==> src/rtl/fifo_wptr_full.sv <==
// fifo_wptr_full: write-side binary/Gray pointer and registered full flag for an async FIFO.
// Optional WPTR_LEVEL_EN adds a registered write-side fill level and almost-full flag.
module fifo_wptr_full #(
    parameter int ADDR_W    = 4,
    parameter int AF_MARGIN = 1
) (
    input  logic              clk,
    input  logic              rst_n,
    input  logic              wr_en,
    input  logic [ADDR_W:0]   rptr_gray_sync,
    output logic [ADDR_W-1:0] waddr,
    output logic              wr_fire,
    output logic [ADDR_W:0]   wptr_gray,
    output logic              full
`ifdef WPTR_LEVEL_EN
    ,
    output logic [ADDR_W:0]   wlevel,
    output logic              almost_full
`endif
);
    logic [ADDR_W:0] wbin;
    logic [ADDR_W:0] bnext;
    logic [ADDR_W:0] gnext;
    logic [ADDR_W:0] rfull;

    assign wr_fire = wr_en & ~full;
    assign bnext   = wbin + {{ADDR_W{1'b0}}, wr_fire};
    assign gnext   = (bnext >> 1) ^ bnext;
    assign waddr   = wbin[ADDR_W-1:0];
    // Gray code of rptr + depth: the two MSBs invert, the rest match
    assign rfull   = {~rptr_gray_sync[ADDR_W:ADDR_W-1], rptr_gray_sync[ADDR_W-2:0]};

    always_ff @(posedge clk or negedge rst_n) begin
        if (!rst_n) begin
            wbin      <= '0;
            wptr_gray <= '0;
            full      <= 1'b0;
        end else begin
            wbin      <= bnext;
            wptr_gray <= gnext;
            full      <= (gnext == rfull);
        end
    end

`ifdef WPTR_LEVEL_EN
    localparam logic [ADDR_W:0] AF_TH = (ADDR_W+1)'((2 ** ADDR_W) - AF_MARGIN);
    logic [ADDR_W:0] rbin;
    logic [ADDR_W:0] diff;

    for (genvar i = 0; i <= ADDR_W; i++) begin : g_rbin
        assign rbin[i] = ^rptr_gray_sync[ADDR_W:i];
    end

    assign diff = bnext - rbin;

    always_ff @(posedge clk or negedge rst_n) begin
        if (!rst_n) begin
            wlevel      <= '0;
            almost_full <= 1'b0;
        end else begin
            wlevel      <= diff;
            almost_full <= (diff >= AF_TH);
        end
    end
`else
    logic unused_af;
    assign unused_af = (AF_MARGIN > 0);
`endif
endmodule

==> config.mk <==
export PLATFORM = sky130hd
export DESIGN_NAME = fifo_wptr_full
export DESIGN_NICKNAME = d
export VERILOG_FILES = /design/src/rtl/fifo_wptr_full.sv
export SDC_FILE = /design/constraint.sdc
export NUM_CORES = 1
export LEC_CHECK = 0
export ABC_AREA = 1
export BUFFER_PORTS_ARGS = -buffer_cell sky130_fd_sc_hd__buf_2
export CAP_MARGIN = 20
export CORE_UTILIZATION = 42
export CTS_CLUSTER_SIZE = 12
export DETAILED_ROUTE_END_ITERATION = 8
export PLACE_DENSITY_LB_ADDON = 0.1
export REMOVE_ABC_BUFFERS = 1
export SLEW_MARGIN = 20
export SYNTH_ARGS = -nofsm -noshare
export SYNTH_HDL_FRONTEND = slang
export SYNTH_SLANG_ARGS = --single-unit
==> constraint.sdc <==
create_clock -name clk -period 1.64 [get_ports clk]
set_input_delay 0.082 -clock clk [delete_from_list [all_inputs] [get_ports clk]]
set_output_delay 0.082 -clock clk [all_outputs]
set_load 0.01 [all_outputs]
Yosys cells after proc, flatten, opt, wreduce, memory -nomap -nowiden
Index checks and enable logic that the tools add are counted.
Operators by class
  magnitude comparators: 0
  equal/unequal tests: 1
  bitwise gates (word level): 4
  divide/modulo/power cells: 0
  reductions and logical operators: 0
  muxes and demuxes: 0
  shift operators: 0
  $add $sub $neg: 1
  multiply operators: 0
Operator list (number)
  adder 5 x 1 -> 5 bit: 1
  equality test 5 bit: 1
  bitwise XOR 4 x 5 -> 5 bit: 1
  inverter 2 bit: 1
  AND 1 bit: 1
  inverter 1 bit: 1
Word-level totals
  memories: 0
  flip-flop bits (word level): 11
  bits in latches: 0
  output and inout bits: 11
  bits in writable memories: 0
  ROM bits: 0

Depth between registers and ports, before layout
  word-level depth: 5
  gate-level depth with buffers: 13
  depth with buffers taken out: 13

Least setup slack after synthesis
No wires, ideal clock.
  kind: register -> register
  from: register full
  to: register full
  cell stages (with the launch flop): 13
  period minus slack after synthesis: 1783 ps
  setup slack: -143 ps
  arrival time: 1714 ps
  setup time: 69 ps
  path through: dfrtp_1 nor2_1 ha_1 ha_1 inv_1 nand2_1 nand2_1 nand2_1 nand2_1 nand3_1 nor2_1 nand2_1 nor2_2
Between the ends
  cells in the longest elaborated chain, start to end: 5
RTL lines
  from (decl): RTL line 14  | output logic full
  from (signal assigned): RTL line 41  | full <= (gnext == rfull);
  inverter 1 bit: RTL line 26  | assign wr_fire = wr_en & ~full;
  AND 1 bit: RTL line 26
  named net wr_fire: RTL line 12  | output logic wr_fire,
  adder 5 x 1 -> 5 bit: RTL line 27  | assign bnext = wbin + {{ADDR_W{1'b0}}, wr_fire};
  named net bnext[1]: RTL line 22  | logic [ADDR_W:0] bnext;
  bitwise XOR 4 x 5 -> 5 bit: RTL line 28  | assign gnext = (bnext >> 1) ^ bnext;
  named net gnext[0]: RTL line 23  | logic [ADDR_W:0] gnext;
  equality test 5 bit: RTL line 41
The timed path passes the listed nets, and every way through them passes these cells.

Final worst setup path
  from: register full
  to: register full
Between the ends
  cells in the longest elaborated chain, start to end: 5
RTL lines (RTL line)
  inverter 1 bit: 26
  AND 1 bit: 26
  adder 5 x 1 -> 5 bit: 27
  named net bnext[2]: 22
  bitwise XOR 4 x 5 -> 5 bit: 28
  equality test 5 bit: 41
The timed path passes the listed nets, and every way through them passes these cells.

==> qor.yml <==
cpPeakStageDelay_ps: 410
p_leak_nw: 0.443
critPathMaxFanout: 5
crit_top_cell: "nand2_1"
die_area_um2: 1470
seq_area_frac_synth_pct: 45.1
grt_usage_pct: 19.3
violations: "setup timing"
slew_headroom_pct: 80.6
path_clk_slew_ps: 70
die_h_um: 38.3
p_per_area_nw_per_um2: 2220
ir_worst_vdd_v: 0.000987
via_per_inst: 4.84
ctsHtreeMaxLevel: 1
cts_tree: "built"
whs_endpoint: "full"
maxCapViolCount: 0
grt_pass1_vias: 456
crit_arrival_ps: 1820
cts_root_buf: "clkbuf_4"
final_area_um2: 806
hold_path_startpoint: "rptr_gray_sync[3]"
drc_errors: 0
final_nets: 113
layout_min_cycle_time_ps: 1650
p_total_mw: 1.79
synth_warnings: 0
reg2reg_from: "full"
gp_congestion: 0.801
syn-instance-count: 73
worstMarginPinSlew_ps: 291
drive_above_1_share_pct: 51.0
crit_type: "reg2reg"
placed_area_um2: 707
start_util_pct: 47.3
nFillCells: 98
clock_latency_ps: 270
status: "finished with violations"
ys_seq_elements: 10
ys_types: 11
rrSetupSlack_ps: -7
place_ws_ps: -130
dr.pass1.iters: 4
slew_violations: 0
wl_per_cell_um: 10.5
synth_area_per_cell_um2: 7.59
fp.dieW_um: 38.3
critPathSlowestCell: "dfrtp_1"
endpoint_kind: "flip-flop"
grt_overflow_total: 0
drtAntennaViolNets: 0
clkSinkCount: 10
vias: 561
clockBufferDepth: 2
post-route-worst-setup-slack_ps: -7.09
ios: 19
drt-initial-drc-count: 13
fin_skew_ps: 1.22
crit_required_ps: 1810
portBuffers: 18
n_antenna_cell: 0
hold_path.class: "in2reg"
grt_max_degree: 11
r2r_end: "full"
netlist_area_um2: 554
start_kind: "flip-flop"
antenna_found_initial: 0
grt_first_pass_wirelength_mm: 1.86
row_count: 12
max_freq_mhz: 607
reg2reg_depth: 12
finalHoldViolations: 0
setup_viol: 1
critical_path.cell_chain: "nor2_2 > ha_2 > ha_4 > inv_1 > nand2_2 > nand2_4 > inv_2 > nand2_1 > nand3_1 > nand2_1 > nand2_1 > nor2_2"
area_growth_pct: 45.4
cts_buffers: 3
fp.coreArea_um2: 1170
min_period_over_period_pct: 100
wl_mm: 1.21
rsz0062_at_grt: "true"
hold_depth: 4
dp_hpwl_um: 919
[flip-flops by register name, summed over array words and instances (netlist names)]
register and count:
wbin 5, wptr_gray 4, full 1
[cell type report]
class | instances | area, um^2 | area share, %
sequential | 10 | 250 | 31.1
clock buffer | 4 | 36.3 | 4.50
timing repair buffer | 25 | 145 | 18.0
tap | 14 | 17.5 | 2.17
multi-input combinational | 51 | 312 | 38.7
inverter | 12 | 45.0 | 5.59
[routing by layer]
layer / part of all wire (%) / wire length [um] / up-vias / GRT usage [%]
li1: - / - / 287 / -
met1: 47 / 575 / 252 / 24.9
met2: 46 / 564 / 18 / 30.1
met3: 4.5 / 55 / 4 / 3.49
met4: 1.5 / 18 / 0 / 10.7
met5: 0 / 0 / - / 0
[power by group]
group / internal, mW / switching, mW
clock network: 0.135 / 0.0964
logic: 0.487 / 0.600
registers: 0.369 / 0.102
[repair_timing]
| item | CTS | global route |
|---|---|---|
| cloned | 0 | 0 |
| hold endpoints to repair | 10 | 0 |
| setup buffers | 0 | 0 |
| pin swaps | 3 | 6 |
| setup endpoints to repair | 1 | 1 |
| resized for setup | 5 | 11 |
| hold buffers | 1 | 0 |
[kinds of logic (layout without fill, tap and decap cells)]
logic type / count (synthesis) / count (layout) / synth area share [%]
adder cells (fa/ha/maj): 2 / 2 / 4.51
AND/OR/NAND/NOR: 49 / 49 / 42.2
buffers and inverters: 12 / 41 / 8.13
flip-flops: 10 / 10 / 45.1
[placed cells by master, fill, tap and decap left out]
cell,n
nand3_2,2
nand2_2,14
ha_2,1
dfrtp_1,10
clkbuf_4,3
dlygate4sd3_1,1
nand3_1,10
ha_4,1
buf_4,6
nor2_1,1
buf_2,18
nand2_1,14
nor2_2,2
clkbuf_8,1
inv_1,9
nand2_4,1
nand3b_1,2
inv_2,3
nand4_1,3
[metrics by stage]
stage	hold WS [ps]	utilization [%]	TNS (ps)	cells
floorplan	-214	-	-143	73
global placement	-44.2	60.4	-83.2	111
detailed placement	-43.6	60.4	-130	111
CTS	88.5	66.0	0	116
global route	100	68.8	-112	116
finish	83.6	68.8	-7.09	116
[worst max-delay path, delay by kind of cell, from the launching register on]
family / cells / cell delay [ps]
adders and majority gates: 2 / 380
buffers and inverters: 2 / 110
DFF: 1 / 410
and+or+nand+nor: 8 / 640
[worst max-delay path by stage]
stage,from,depth (start not counted),end
2_1_floorplan,full,12,full
3_3_place_gp,full,12,full
3_5_place_dp,full,12,full
4_1_cts,full,12,full
5_1_grt,full,11,full
6_report,full,12,full
[synth_stat cells (all sizes together)]
library cell,n,share of area [%]
nand4,3,3.4
dfrtp,10,45
ha,2,4.5
nor2,3,2.5
inv,12,8.1
nand2,29,23
nand3,12,11
nand3b,2,2.7
Power figures use the tool's default switching activity.
